[src/rtl/serial_word_rx.sv]
// Serial-to-parallel word receiver with frame start, selectable bit order,
// ready/valid output handshake and a sticky overrun flag.
//
// state | meaning
// IDLE  | waiting for a start bit
// SHIFT | frame in progress, cnt bits received
module serial_word_rx #(
  parameter int n = 4
) (
  input  logic         clk,
  input  logic         rst_n,
  input  logic         s_in,
  input  logic         s_valid,
  input  logic         start,
  input  logic         dir,
  input  logic         out_ready,
  output logic [n-1:0] D_out,
  output logic         out_valid,
  output logic         busy,
  output logic         overrun
);

  localparam int CW = $clog2(n + 1);

  typedef enum logic {IDLE, SHIFT} state_t;

  state_t        state, state_nxt;
  logic [n-1:0]  sh, sh_shift;
  logic [CW-1:0] cnt;
  logic          dir_q, dir_sel;
  logic          take_first, take_bit, done;

  // A start bit shifts under the newly presented dir, not the stored one.
  always_comb begin
    dir_sel  = (s_valid && start) ? dir : dir_q;
    sh_shift = dir_sel ? {s_in, sh[n-1:1]} : {sh[n-2:0], s_in};
  end

  always_ff @(posedge clk or negedge rst_n) begin
    if (!rst_n) state <= IDLE;
    else        state <= state_nxt;
  end

  always_comb begin
    state_nxt  = state;
    take_first = 1'b0;
    take_bit   = 1'b0;
    done       = 1'b0;
    case (state)
      IDLE: begin
        if (s_valid && start) begin
          take_first = 1'b1;
          state_nxt  = SHIFT;
        end
      end
      SHIFT: begin
        if (s_valid && start) begin
          take_first = 1'b1;
        end else if (s_valid) begin
          take_bit = 1'b1;
          if (cnt == CW'(n - 1)) begin
            done      = 1'b1;
            state_nxt = IDLE;
          end
        end
      end
      default: state_nxt = IDLE;
    endcase
  end

  always_ff @(posedge clk or negedge rst_n) begin
    if (!rst_n) begin
      sh        <= '0;
      cnt       <= '0;
      dir_q     <= 1'b0;
      D_out     <= '0;
      out_valid <= 1'b0;
      overrun   <= 1'b0;
    end else begin
      if (take_first) begin
        sh    <= sh_shift;
        cnt   <= CW'(1);
        dir_q <= dir;
      end else if (take_bit) begin
        sh  <= sh_shift;
        cnt <= done ? '0 : cnt + CW'(1);
      end

      // A completed word is dropped only if the held word is not leaving now.
      if (done) begin
        if (!out_valid || out_ready) begin
          D_out     <= sh_shift;
          out_valid <= 1'b1;
        end else begin
          overrun <= 1'b1;
        end
      end else if (out_valid && out_ready) begin
        out_valid <= 1'b0;
      end
    end
  end

  assign busy = (state == SHIFT);

endmodule
[config.mk]
export PLATFORM = sky130hd
export DESIGN_NAME = serial_word_rx
export DESIGN_NICKNAME = d
export VERILOG_FILES = /design/src/rtl/serial_word_rx.sv
export SDC_FILE = /design/constraint.sdc
export NUM_CORES = 1
export LEC_CHECK = 0
export CELL_PAD_IN_SITES_DETAIL_PLACEMENT = 1
export CELL_PAD_IN_SITES_GLOBAL_PLACEMENT = 1
export CORE_MARGIN = 10
export CORE_UTILIZATION = 30
export CTS_CLUSTER_DIAMETER = 100
export DETAILED_ROUTE_END_ITERATION = 8
export GPL_TIMING_DRIVEN = 0
export PLACE_DENSITY = 0.71
export SKIP_CTS_REPAIR_TIMING = 1
export SYNTH_ARGS = -nofsm -noshare
export SYNTH_HDL_FRONTEND = slang
export SYNTH_SLANG_ARGS = --single-unit
[constraint.sdc]
create_clock -name clk -period 3.1 [get_ports clk]
set_input_delay 0.93 -clock clk [delete_from_list [all_inputs] [get_ports clk]]
set_output_delay 0.93 -clock clk [all_outputs]
set_load 0.05 [all_outputs]
==> out/results.tsv, run 1 <==
metric	value	unit
peakVddDrop	0.380	mV
critPathMaxFanout	9	
final_nets	96	
fin_ws	488	ps
path_buf_inv	1	
status	complete, no violations	
synth.most_common_cell	dfrtp_1	
root_buffer	clkbuf_4	
cts.sinks	15	
dr_total_vias	593	
leakage	0.000388	uW
fin_crit	2610	ps
slew_headroom	55.0	%
yosys.area.top_type_share	52.6	%
ys_ff_latch	15	
finalSetupTns	0	ps
postSynth.asyncResetShare	100	%
seq_area	375	um^2
fmax	383	MHz
tritoncts	built	
syn2layout_area_growth	27.0	%
start_util	31.9	%
synth-edff-count	0	
htree_levels	1	
yosys.cell_types.count	25	
cap_violations	0	
routabilityCongestion	0.714	
grt_max_degree	16	
design_area	906	um^2
wire_per_inst	15.2	um
required	2170	ps
multi_input_area	308	um^2
grt_first_pass_wirelength	2850	um
die_area	0.00473	mm^2
dp_hpwl	1320	um
crit_family	buffers and inverters	
fp.dieH	68.8	um
crit_slowest_cell	clkdlybuf4s50_1	
setup_violations	0	
drc	0	
clkLatencyLatePin	290	ps
drt_first_pass_iters	3	
cts-buffers-inserted	3	
syn-cell-area	713	um^2
diodes	0	
drive_gt1_share	11.6	%
critPathMaxStageDelay	870	ps
yosys_warnings	0	
grt_setup_unrepaired	false	
setup.worst_path.end_class	primary output	
num-fill-cells	269	
yosys_most_used_dff	dfrtp_1	
die_w	68.8	um
synth_common_cells	dfrtp_1, a31oi_1, nand2_1, nand3_1, o21ai_0	
critical_path_class	reg2out	
gr-total-overflow	0	
synth_area_per_cell	10.3	um^2
drtIter0Drc	3	
cts_buffer_depth	2	
routed_via_density	5.20	
hold_class	reg2reg	
wirelength	1740	um
synth_largest_area_cell	dfrtp_1	
fin_skew	1.38	ps
ant_nets	0	
yosysSeqAreaShare	52.6	%
io_pins	14	
syn_nets	78	
grt_antenna_before_repair	0	
finalMaxSlewViolations	0	
whs	495	ps
core.rowCount	17	
place_area	878	um^2
cp-start-kind	register	
worstMarginPinSlew	673	ps
grt_pass1_vias	638	
worstPathArrival	1680	ps
clk_pin_slew	100	ps
timing.final.crit_share	84.3	%
finalHoldViolCount	0	
grtUsageTotal	7.93	%
core-area	0.00223	mm^2
path_cells	clkdlybuf4s50_1	
port-buffer-count	13	
syn_inst	69	
yosys-top-cells-area	dfrtp_1, a31oi_1, ha_1	
power.density	918	mW/mm^2
pre_cts_slack	784	ps
-- layer usage --
layer	up-vias	GRT usage [%]	part of all wire (%)
met4	0	4.43	0.75
li1	293	-	-
met5	-	0	0
met2	7	13.2	50
met3	2	2.09	5.1
met1	291	8.98	45
-- logic make-up (layout without fill, tap and decap cells) --
group                    Yosys count  in the layout  synth area share (%)
AND/OR/NAND/NOR                   21             21                  16.0
AO/OA/AOI/OAI                     26             26                  23.7
buffers and inverters              5             22                  4.21
flip-flops                        15             15                  52.6
adder cells (fa/ha/maj)            2              2                  3.51
-- flip-flops by register name, indices dropped and copies added (netlist names) --
name	flops
out_valid	1
busy	1
cnt	3
overrun	1
D_out	4
dir_q	1
sh	4
-- report_power, final --
part | switching (uW) | total, uW | internal, uW
clock | 70.4 | 118 | 48.0
combinational | 246 | 394 | 148
sequential | 51.6 | 319 | 267
total | 368 | 831 | 463
-- cells in the final DEF, fill, tap and decap left out, drive strengths merged, types with 2 or more instances in the layout --
cell,count
o32a,2
clkdlybuf4s50,13
inv,3
a21oi,4
dfrtp,15
a31oi,8
ha,2
buf,2
nand3,5
nand2,6
o21ai,5
clkbuf,3
nor2,4
o22ai,2
-- path summary, 6_finish.rpt --
kind	to	slack, ps	cells past startpoint	startpoint
setup / recovery	busy	490	1	busy
hold / removal	overrun	500	1	overrun
setup reg to reg	D_out[2]	1540	5	cnt[0]
hold reg to reg	overrun	500	1	overrun
max in group asynchronous	busy	1630	1	rst_n
min in group asynchronous	sh[1]	1040	1	rst_n
-- stage by stage --
stage | std cells | utilization, % | total power [uW]
3_5_place_dp | 110 | 39.3 | 721
2_1_floorplan | 69 | - | 583
4_1_cts | 114 | 40.6 | 839
6_report | 114 | 40.6 | 831
3_3_place_gp | 110 | 39.3 | 702
5_1_grt | 114 | 40.6 | 883
-- area by class of cell --
cell class | instances | share of cell area [%]
buffer | 2 | 2.07
sequential | 15 | 41.4
clock buffer | 3 | 2.49
inverter | 3 | 1.24
timing repair buffer | 13 | 14.4
multi-input combinational | 49 | 34.0
tap | 28 | 3.87
clock inverter | 1 | 0.552
Power figures use the tool's default switching activity.
==> inputs of run 2 (changes only) <==
- clock period: 3.1 -> 2.54 ns (I/O delays scaled with it)
==> results of run 2 <==
The final DEF is identical to that of run 1. Status: complete, no violations.
Among the figures that moved: setup slack after placement 784 ps -> 392 ps; setup slack after layout 488 ps -> 96.2 ps; register-to-register setup slack 1540 ps -> 980 ps; total power 831 uW -> 1010 uW; worst IR drop on VDD 0.380 mV -> 0.464 mV
